===== src/rtl/keylock_ctrl.sv =====
// -----------------------------------------------------------------------------
// keylock_ctrl
// Keypad combination lock controller. Collects four BCD digits from a keypad
// scanner, compares them against CODE, and drives an external LED pattern
// generator to signal success, failure or lockout. After MAX_FAIL consecutive
// failures the lock enters a timed lockout with the alarm raised.
//
// Ports
//   hwclk        in   1   sole clock, rising edge
//   rst          in   1   asynchronous active-high reset
//   button       in   4   key code: 0-9 digit, 10 clear, 11 lock, 12-15 invalid
//   bstate       in   1   key-held level from the scanner
//   pat_enable   out  1   pattern request, held until pat_done is seen
//   pat_ontime   out  32  pattern on-time in cycles
//   pat_offtime  out  32  pattern off-time in cycles
//   pat_reps     out  8   pattern repetition count
//   pat_done     in   1   pattern complete (ignored while pat_enable is low)
//   unlocked     out  1   lock released
//   alarm        out  1   lockout active
//   entry_cnt    out  3   digits entered so far (0..4)
// -----------------------------------------------------------------------------
module keylock_ctrl #(
    parameter logic [15:0] CODE          = 16'h1234,
    parameter int unsigned CLK_HZ        = 12000000,
    parameter int unsigned MAX_FAIL      = 3,
    parameter int unsigned ENTRY_TIMEOUT = 60000000,
    parameter int unsigned RELOCK_CYC    = 120000000,
    parameter int unsigned LOCKOUT_CYC   = 360000000
) (
    input  logic        hwclk,
    input  logic        rst,
    input  logic [3:0]  button,
    input  logic        bstate,
    output logic        pat_enable,
    output logic [31:0] pat_ontime,
    output logic [31:0] pat_offtime,
    output logic [7:0]  pat_reps,
    input  logic        pat_done,
    output logic        unlocked,
    output logic        alarm,
    output logic [2:0]  entry_cnt
);

    // FSM encoding
    localparam logic [2:0] ST_IDLE      = 3'd0;
    localparam logic [2:0] ST_ENTRY     = 3'd1;
    localparam logic [2:0] ST_CHECK     = 3'd2;
    localparam logic [2:0] ST_SHOW_OK   = 3'd3;
    localparam logic [2:0] ST_UNLOCKED  = 3'd4;
    localparam logic [2:0] ST_SHOW_FAIL = 3'd5;
    localparam logic [2:0] ST_LOCKOUT   = 3'd6;

    localparam logic [3:0] KEY_CLEAR = 4'd10;
    localparam logic [3:0] KEY_LOCK  = 4'd11;

    localparam logic [31:0] OK_TIME   = 32'(CLK_HZ / 4);
    localparam logic [31:0] FAIL_TIME = 32'(CLK_HZ / 2);
    localparam logic [31:0] LOCK_TIME = 32'(CLK_HZ / 8);

    // The timer holds 0 in the first cycle of a state, so a state that must
    // last N cycles exits when the timer reads N-1.
    localparam logic [31:0] ENTRY_LAST   = (ENTRY_TIMEOUT > 0) ? 32'(ENTRY_TIMEOUT - 1) : 32'd0;
    localparam logic [31:0] RELOCK_LAST  = (RELOCK_CYC > 0)    ? 32'(RELOCK_CYC - 1)    : 32'd0;
    localparam logic [31:0] LOCKOUT_LAST = (LOCKOUT_CYC > 0)   ? 32'(LOCKOUT_CYC - 1)   : 32'd0;
    localparam logic [2:0]  MAX_FAIL_C   = 3'(MAX_FAIL);
    localparam logic [31:0] TIMER_MAX    = 32'hFFFF_FFFF;

    logic        bstate_q;
    logic [2:0]  state_q,    state_d;
    logic [15:0] entry_q,    entry_d;
    logic [2:0]  cnt_q,      cnt_d;
    logic [2:0]  fail_cnt_q, fail_cnt_d;
    logic [31:0] timer_q,    timer_d;
    logic        pat_en_q,   pat_en_d;
    logic [31:0] pat_time_q, pat_time_d;
    logic [7:0]  pat_reps_q, pat_reps_d;
    logic        unlocked_q, unlocked_d;
    logic        alarm_q,    alarm_d;

    logic        press_s;
    logic        digit_s;
    logic        clear_s;
    logic        lock_s;
    logic        timer_kick_s;
    logic [2:0]  fail_inc_s;
    logic [15:0] entry_shift_s;

    // Key press is the rising edge of bstate; the registered copy resets to 1
    // so a key held through reset is not seen as a press.
    assign press_s       = bstate & ~bstate_q;
    assign digit_s       = press_s & (button <= 4'd9);
    assign clear_s       = press_s & (button == KEY_CLEAR);
    assign lock_s        = press_s & (button == KEY_LOCK);
    assign fail_inc_s    = fail_cnt_q + 3'd1;
    assign entry_shift_s = {entry_q[11:0], button};

    // Next-state logic for the lock FSM, entry register and failure counter
    always_comb begin
        state_d      = state_q;
        entry_d      = entry_q;
        cnt_d        = cnt_q;
        fail_cnt_d   = fail_cnt_q;
        timer_kick_s = 1'b0;
        case (state_q)
            ST_IDLE: begin
                if (digit_s) begin
                    entry_d = entry_shift_s;
                    cnt_d   = cnt_q + 3'd1;
                    state_d = ST_ENTRY;
                end else if (clear_s) begin
                    entry_d = 16'h0000;
                    cnt_d   = 3'd0;
                end else begin
                    state_d = ST_IDLE;
                end
            end
            ST_ENTRY: begin
                if (digit_s) begin
                    entry_d      = entry_shift_s;
                    cnt_d        = cnt_q + 3'd1;
                    timer_kick_s = 1'b1;
                    // The fourth digit goes straight to the compare cycle.
                    if (cnt_q == 3'd3) begin
                        state_d = ST_CHECK;
                    end else begin
                        state_d = ST_ENTRY;
                    end
                end else if (clear_s || (timer_q >= ENTRY_LAST)) begin
                    entry_d = 16'h0000;
                    cnt_d   = 3'd0;
                    state_d = ST_IDLE;
                end else begin
                    state_d = ST_ENTRY;
                end
            end
            ST_CHECK: begin
                entry_d = 16'h0000;
                cnt_d   = 3'd0;
                if (entry_q == CODE) begin
                    fail_cnt_d = 3'd0;
                    state_d    = ST_SHOW_OK;
                end else begin
                    fail_cnt_d = fail_inc_s;
                    if (fail_inc_s == MAX_FAIL_C) begin
                        state_d = ST_LOCKOUT;
                    end else begin
                        state_d = ST_SHOW_FAIL;
                    end
                end
            end
            ST_SHOW_OK: begin
                if (pat_en_q && pat_done) begin
                    state_d = ST_UNLOCKED;
                end else begin
                    state_d = ST_SHOW_OK;
                end
            end
            ST_SHOW_FAIL: begin
                if (pat_en_q && pat_done) begin
                    state_d = ST_IDLE;
                end else begin
                    state_d = ST_SHOW_FAIL;
                end
            end
            ST_UNLOCKED: begin
                if (lock_s || (timer_q >= RELOCK_LAST)) begin
                    state_d = ST_IDLE;
                end else begin
                    state_d = ST_UNLOCKED;
                end
            end
            ST_LOCKOUT: begin
                // Lockout ends on time alone; pat_done only drops the request.
                if (timer_q >= LOCKOUT_LAST) begin
                    fail_cnt_d = 3'd0;
                    state_d    = ST_IDLE;
                end else begin
                    state_d = ST_LOCKOUT;
                end
            end
            default: begin
                state_d    = ST_IDLE;
                entry_d    = 16'h0000;
                cnt_d      = 3'd0;
                fail_cnt_d = 3'd0;
            end
        endcase
    end

    // State timer: zero on state entry or accepted digit, otherwise saturating count
    always_comb begin
        if ((state_d != state_q) || timer_kick_s) begin
            timer_d = 32'd0;
        end else if (timer_q != TIMER_MAX) begin
            timer_d = timer_q + 32'd1;
        end else begin
            timer_d = timer_q;
        end
    end

    // Pattern request: raised on entry to a pattern state, dropped once pat_done is seen
    always_comb begin
        if (state_d != state_q) begin
            pat_en_d = (state_d == ST_SHOW_OK) || (state_d == ST_SHOW_FAIL) ||
                       (state_d == ST_LOCKOUT);
        end else if (pat_en_q && pat_done) begin
            pat_en_d = 1'b0;
        end else begin
            pat_en_d = pat_en_q;
        end
    end

    // Pattern parameters and status flags follow the upcoming state so they are registered in step with it
    always_comb begin
        case (state_d)
            ST_SHOW_OK: begin
                pat_time_d = OK_TIME;
                pat_reps_d = 8'd2;
            end
            ST_SHOW_FAIL: begin
                pat_time_d = FAIL_TIME;
                pat_reps_d = 8'd3;
            end
            ST_LOCKOUT: begin
                pat_time_d = LOCK_TIME;
                pat_reps_d = 8'd255;
            end
            default: begin
                pat_time_d = 32'd0;
                pat_reps_d = 8'd0;
            end
        endcase
        unlocked_d = (state_d == ST_UNLOCKED);
        alarm_d    = (state_d == ST_LOCKOUT);
    end

    // State and output registers with asynchronous reset
    always_ff @(posedge hwclk or posedge rst) begin
        if (rst) begin
            bstate_q   <= 1'b1;
            state_q    <= ST_IDLE;
            entry_q    <= 16'h0000;
            cnt_q      <= 3'd0;
            fail_cnt_q <= 3'd0;
            timer_q    <= 32'd0;
            pat_en_q   <= 1'b0;
            pat_time_q <= 32'd0;
            pat_reps_q <= 8'd0;
            unlocked_q <= 1'b0;
            alarm_q    <= 1'b0;
        end else begin
            bstate_q   <= bstate;
            state_q    <= state_d;
            entry_q    <= entry_d;
            cnt_q      <= cnt_d;
            fail_cnt_q <= fail_cnt_d;
            timer_q    <= timer_d;
            pat_en_q   <= pat_en_d;
            pat_time_q <= pat_time_d;
            pat_reps_q <= pat_reps_d;
            unlocked_q <= unlocked_d;
            alarm_q    <= alarm_d;
        end
    end

    assign pat_enable  = pat_en_q;
    assign pat_ontime  = pat_time_q;
    assign pat_offtime = pat_time_q;
    assign pat_reps    = pat_reps_q;
    assign unlocked    = unlocked_q;
    assign alarm       = alarm_q;
    assign entry_cnt   = cnt_q;

endmodule


===== config.mk =====
export PLATFORM = sky130hd
export DESIGN_NAME = keylock_ctrl
export DESIGN_NICKNAME = d
export VERILOG_FILES = /design/src/rtl/keylock_ctrl.sv
export SDC_FILE = /design/constraint.sdc
export NUM_CORES = 1
export LEC_CHECK = 0
export CORE_MARGIN = 2
export CORE_UTILIZATION = 30
export DETAILED_ROUTE_END_ITERATION = 10
export GPL_TIMING_DRIVEN = 1
export SLEW_MARGIN = 20
export SYNTH_ARGS = -nofsm -noshare
export SYNTH_HDL_FRONTEND = slang
export SYNTH_SLANG_ARGS = --single-unit

===== constraint.sdc =====
create_clock -name hwclk -period 2.98 [get_ports hwclk]
set_input_delay 0.298 -clock hwclk [delete_from_list [all_inputs] [get_ports hwclk]]
set_output_delay 0.298 -clock hwclk [all_outputs]
set_load 0.02 [all_outputs]

==> After elaboration in Yosys (flattened, before gate mapping) <==
Index checks and enable logic that the tools add are counted.
Widths: inputs -> output; s select.
{ "op_classes": {"muxes": 33, "eq_ne": 20, "magnitude_cmp": 4, "bitwise": 7, "reduce_logical": 13, "add_sub_neg": 3} }
{ "op_table": {"columns": ["operator", "n"], "rows": [
  ["$pmux 23 s3", 1],
  ["$mux 16", 4],
  ["$mux 32", 2],
  ["$pmux 16 s3", 1],
  ["$mux 3", 14],
  ["$add 32x1->32 const B", 1],
  ["$ge 32x26->1 const B", 1],
  ["$ge 32x27->1 const B", 1],
  ["$ge 32x29->1 const B", 1],
  ["$ne 32x32->1 const B", 1],
  ["$pmux 8 s3", 1],
  ["$pmux 3 s7", 1],
  ["$eq 3x3->1 const B", 6],
  ["$pmux 3 s3", 2],
  ["$eq 16x13->1 const B", 1],
  ["$eq 3x2->1 const B", 5],
  ["$eq 4x4->1 const B", 2],
  ["$add 3x1->3 const B", 2],
  ["$ne 3x3->1 const B", 2],
  ["$logic_or 1x1->1", 5],
  ["$mux 1", 5],
  ["$reduce_or 5->1", 1],
  ["$and 1x1->1", 4],
  ["$le 4x4->1 const B", 1],
  ["11 further kinds", 15]
]} }
{ "word_totals": {"out_inout_bits": 78, "elab_cells": 91, "reg_bits": 101, "input_bits": 8} }

==> Depth between registers and ports, before layout <==
Gate-level depths: netlist (run 1).
{ "depth": {"ltp_word": 11, "mapped_depth": 10, "mapped_depth_nobuf": 8} }

==> Least setup slack after synthesis (run 1) <==
Ideal clock, no wire load.
{ "synth_path": {"path_type": "reg-to-reg", "from": "register timer_q[27]", "to": "register timer_q[31]", "path_stages_with_launch": 10, "t_arrival_ns": 2.457, "required_time_ns": 2.909, "path_buffers": 2, "setup_time_ns": 0.071, "period_less_slack_ns": 2.529, "setup_slack_ns": 0.451, "path_cell_list": "dfrtp_1 -> or4_1 -> or3_1 -> nor4b_2 -> o21ai_1 -> a32o_1 -> or2_1 -> buf_6 -> buf_12 -> nor2_1"} }
{ "synth_via": {"elab_chain_len": 8, "word_cells_on_any_way": 17, "cone_classes": "add/sub: 1; order compare: 3; eq/ne: 2; mux: 7; reduce/logical: 4"} }
{ "synth_lines": {"columns": ["element", "line_no", "text"], "rows": [
  ["start, declared", "73", "logic [31:0] timer_q, timer_d;"],
  ["start signal, assigned", "257", "timer_q <= timer_d;"],
  ["$ge 32x26->1", "128", "end else if (clear_s || (timer_q >= ENTRY_LAST)) begin"],
  ["$logic_or 1x1->1", "128", null],
  ["$mux 1", "128", null],
  ["$mux 3", "118", "if (digit_s) begin"],
  ["$pmux 3 s7", "104", "case (state_q)"],
  ["$ne 3x3->1", "192", "if ((state_d != state_q) || timer_kick_s) begin"],
  ["$logic_or 1x1->1", "192", null],
  ["$mux 32 or $reduce_bool 2->1 (tied branches)", null, null]
]} }
Several ways; a longest one is shown, not always the timed one. The select of a mux whose other input is x is not followed.
A chain may end at the register's enable or synchronous reset.

==> Worst setup path after layout (run 1) <==
{ "layout_path": {"from": "register timer_q[27]", "to": "register timer_q[25]"} }
Same word-level chain as after synthesis.

==> results of run 1 <==
## area by class of cell
type | instances | area share
Multi-Input combinational cell | 302 | 0.387
Sequential cell | 67 | 0.361
Timing Repair Buffer | 61 | 0.134
Clock buffer | 9 | 0.0485
Tap cell | 176 | 0.0474
Clock inverter | 7 | 0.0164
Inverter | 7 | 0.00565
## path summary, 6_finish.rpt
kind,start,endpoint,slack [ns]
setup / recovery,timer_q[27],timer_q[25],0.25
hold / removal,rst,unlocked,0.36
setup reg to reg,timer_q[27],timer_q[25],0.25
hold reg to reg,entry_q[12],entry_q[12],0.50
max in group asynchronous,rst,bstate_q,1.93
min in group hwclk,bstate,bstate_q,0.41
## report_power, final
group,internal [W],switching [W]
registers,0.000916,0.00000397
clock network,0.000651,0.000408
logic,0.0000192,0.0000636
## stage by stage
step	cells	util	setup WS [ns]	area (um2)	hold slack, ns
finish	629	0.354	0.246	4650	0.359
global route	629	0.354	0.102	4650	0.407
CTS	629	0.354	0.221	4650	0.386
detailed placement	613	0.331	0.253	4350	0.483
global placement	613	0.331	0.297	4350	0.478
floorplan	461	-	0.451	4110	0.302
## cell usage after synthesis, types with 3 or more instances
cell       n  share of area
nand4b_1   3         0.0066
nor2_1    40          0.038
nor4_1     6         0.0094
nand2b_1   8          0.013
o21ai_0   13          0.016
nor2_2    13          0.020
buf_6      3         0.0084
clkbuf_1  14          0.013
inv_1      7         0.0066
ha_1       5          0.016
nand3_1   20          0.025
and2_1     6         0.0094
or4_1      5         0.0094
nor3_1     9          0.011
nand2_1   32          0.030
nor4b_1    3         0.0066
a21oi_1    9          0.011
xnor2_1   13          0.028
dfrtp_1   66           0.41
and4_1     3         0.0066
nand4_1   14          0.022
buf_4     66           0.12
or3_1      4         0.0063
xor2_1    18          0.039
a22o_1    17          0.037
and3_1     3         0.0047
## cell families after synthesis
group | after synthesis | synth area share
AO/OA/AOI/OAI | 57 | 0.100
XOR/XNOR | 31 | 0.0678
adder cells (fa/ha/maj) | 5 | 0.0156
buffers and inverters | 92 | 0.158
flip-flops | 67 | 0.419
multiplexers | 1 | 0.00250
other | 1 | 0.000937
AND/OR/NAND/NOR | 178 | 0.236
## flip-flops by register name, indices dropped and copies added, names as in the netlist
| name | cells |
|---|---|
| pat_offtime | 4 |
| entry_cnt | 3 |
| bstate_q | 1 |
| unlocked | 1 |
| pat_reps | 3 |
| entry_q | 16 |
| fail_cnt_q | 3 |
| state_q | 3 |
| timer_q | 32 |
| pat_enable | 1 |
## per-layer routing
| layer | up-vias | part of all wire | global-route usage |
|---|---|---|---|
| li1 | 1438 | - | - |
| met1 | 1410 | 0.46 | 0.149 |
| met2 | 111 | 0.47 | 0.181 |
| met3 | 8 | 0.063 | 0.0352 |
| met4 | 0 | 0.0088 | 0.0331 |
| met5 | - | 0 | 0 |
## critical path: cells and delay by family, from the launching register on
kind / cells / cell delay, ns
buffers and inverters: 1 / 0.19
and+or+nand+nor: 5 / 1.60
AOI/OAI and AO/OA: 2 / 0.43
DFF: 1 / 0.44
==> results.sh, run 1 <==
export IMPL_rr_worst_depth=8
export IMPL_fmax_mhz=366
export IMPL_num_nets_final=461
export IMPL_synth_ff_type="dfrtp_1"
export IMPL_slowest_delay_ns=0.56
export IMPL_synth_seq_cells=67
export IMPL_yosys_warnings=0
export IMPL_drt_iter0_markers=209
export IMPL_dieArea_um2=14300
export IMPL_grtUsageTotal=0.114
export IMPL_worstSetupPathType="reg -> reg"
export IMPL_yosysSeqAreaShare=0.419
export IMPL_startpoint_type="flop"
export IMPL_ant_nets=0
export IMPL_antenna_found_initial=0
export IMPL_cts_resized_gates=0
export IMPL_core_um2=13100
export IMPL_grt_pass1_wl_um=13200
export IMPL_vias=2967
export IMPL_num_rows=42
export IMPL_cpMaxStageDelayCell="or4_1"
export IMPL_gr_total_overflow=0
export IMPL_grt_max_degree=41
export IMPL_rsz0062_at_grt="false"
export IMPL_grt_pass1_vias=2694
export IMPL_layout_common_cells="66 x dfrtp_1, 55 x clkdlybuf4s50_1, 40 x nor2_1"
export IMPL_route_detailed_drc=0
export IMPL_clk_latency_ns=0.34
export IMPL_root_buffer="clkbuf_16"
export IMPL_dieHeight_um=120
export IMPL_drt_pass1_iter_count=5
export IMPL_numCtsBuffers=9
export IMPL_multiInputGateArea_um2=1800
export IMPL_p_leak_nw=1.96
export IMPL_die_w_um=120
export IMPL_setup_violations=0
export IMPL_cts_buffer_depth=2
export IMPL_avgRoutedWirePerCell_um=12.3
export IMPL_power_density_nw_per_um2=444
export IMPL_hp_class="in -> async"
export IMPL_finalHoldViolCount=0
export IMPL_area_growth_pct=16.1
export IMPL_numClockSinks=67
export IMPL_gp_congestion=0.830
export IMPL_cts_clk_slew_worst_paths_ns=0.06
export IMPL_max_slew_margin=0.446
export IMPL_ys_async_sr_fraction=1.00
export IMPL_ioPinCount=86
export IMPL_peakVddDrop_uv=268
export IMPL_cp_required_ns=3.24
export IMPL_tns_ns=0
export IMPL_crit_fanout=32
export IMPL_cts_tree="built"
export IMPL_fillerInstances=1317
export IMPL_maxCapViolations=0
export IMPL_final_layout_size_suffix_gt1_frac=0.0949
export IMPL_routed_wl_um=7760
export IMPL_endpoint_kind="flop"
export IMPL_fin_total_pwr_w=0.00206
export IMPL_io_buffers=55
export IMPL_synth_edf_count=0
export IMPL_worstPathCellList="or4_1 > or3_1 > nor4b_2 > o21ai_1 > a32o_1 > or2_1 > buf_12 > nor2_1"
export IMPL_final_max_slew_viol_count=0
export IMPL_tightest_slew_ns=0.824
export IMPL_skew_ns=0.00658
export IMPL_crit_arrival_ns=2.99
export IMPL_syn_area_um2=4000
export IMPL_outcome="complete, no violations"
export IMPL_final_common_cell="dfrtp_1"
export IMPL_initial_core_util=0.305
export IMPL_hold_buffers=0
export IMPL_cts_setup_buffers=0
export IMPL_final_seq_area_um2=1680
export IMPL_n_antenna_cell=0
export IMPL_syn_instance_count=432
export IMPL_avgSynthCellArea_um2=9.27
export IMPL_h_tree_depth=3
export IMPL_hpwl_um=5530
export IMPL_finalCritPeriodShare=0.918
export IMPL_ys_types=52
export IMPL_viasPerCell=4.72
export IMPL_period_minus_slack_ns=2.73
Note: power is estimated with default switching activity, not from simulation.
==> run 2, diff against run 1 <==
Settings changed: TNS_END_PERCENT set to 30.
==> results of run 2 <==
Final layout, timing and power as in run 1 (identical DEF).
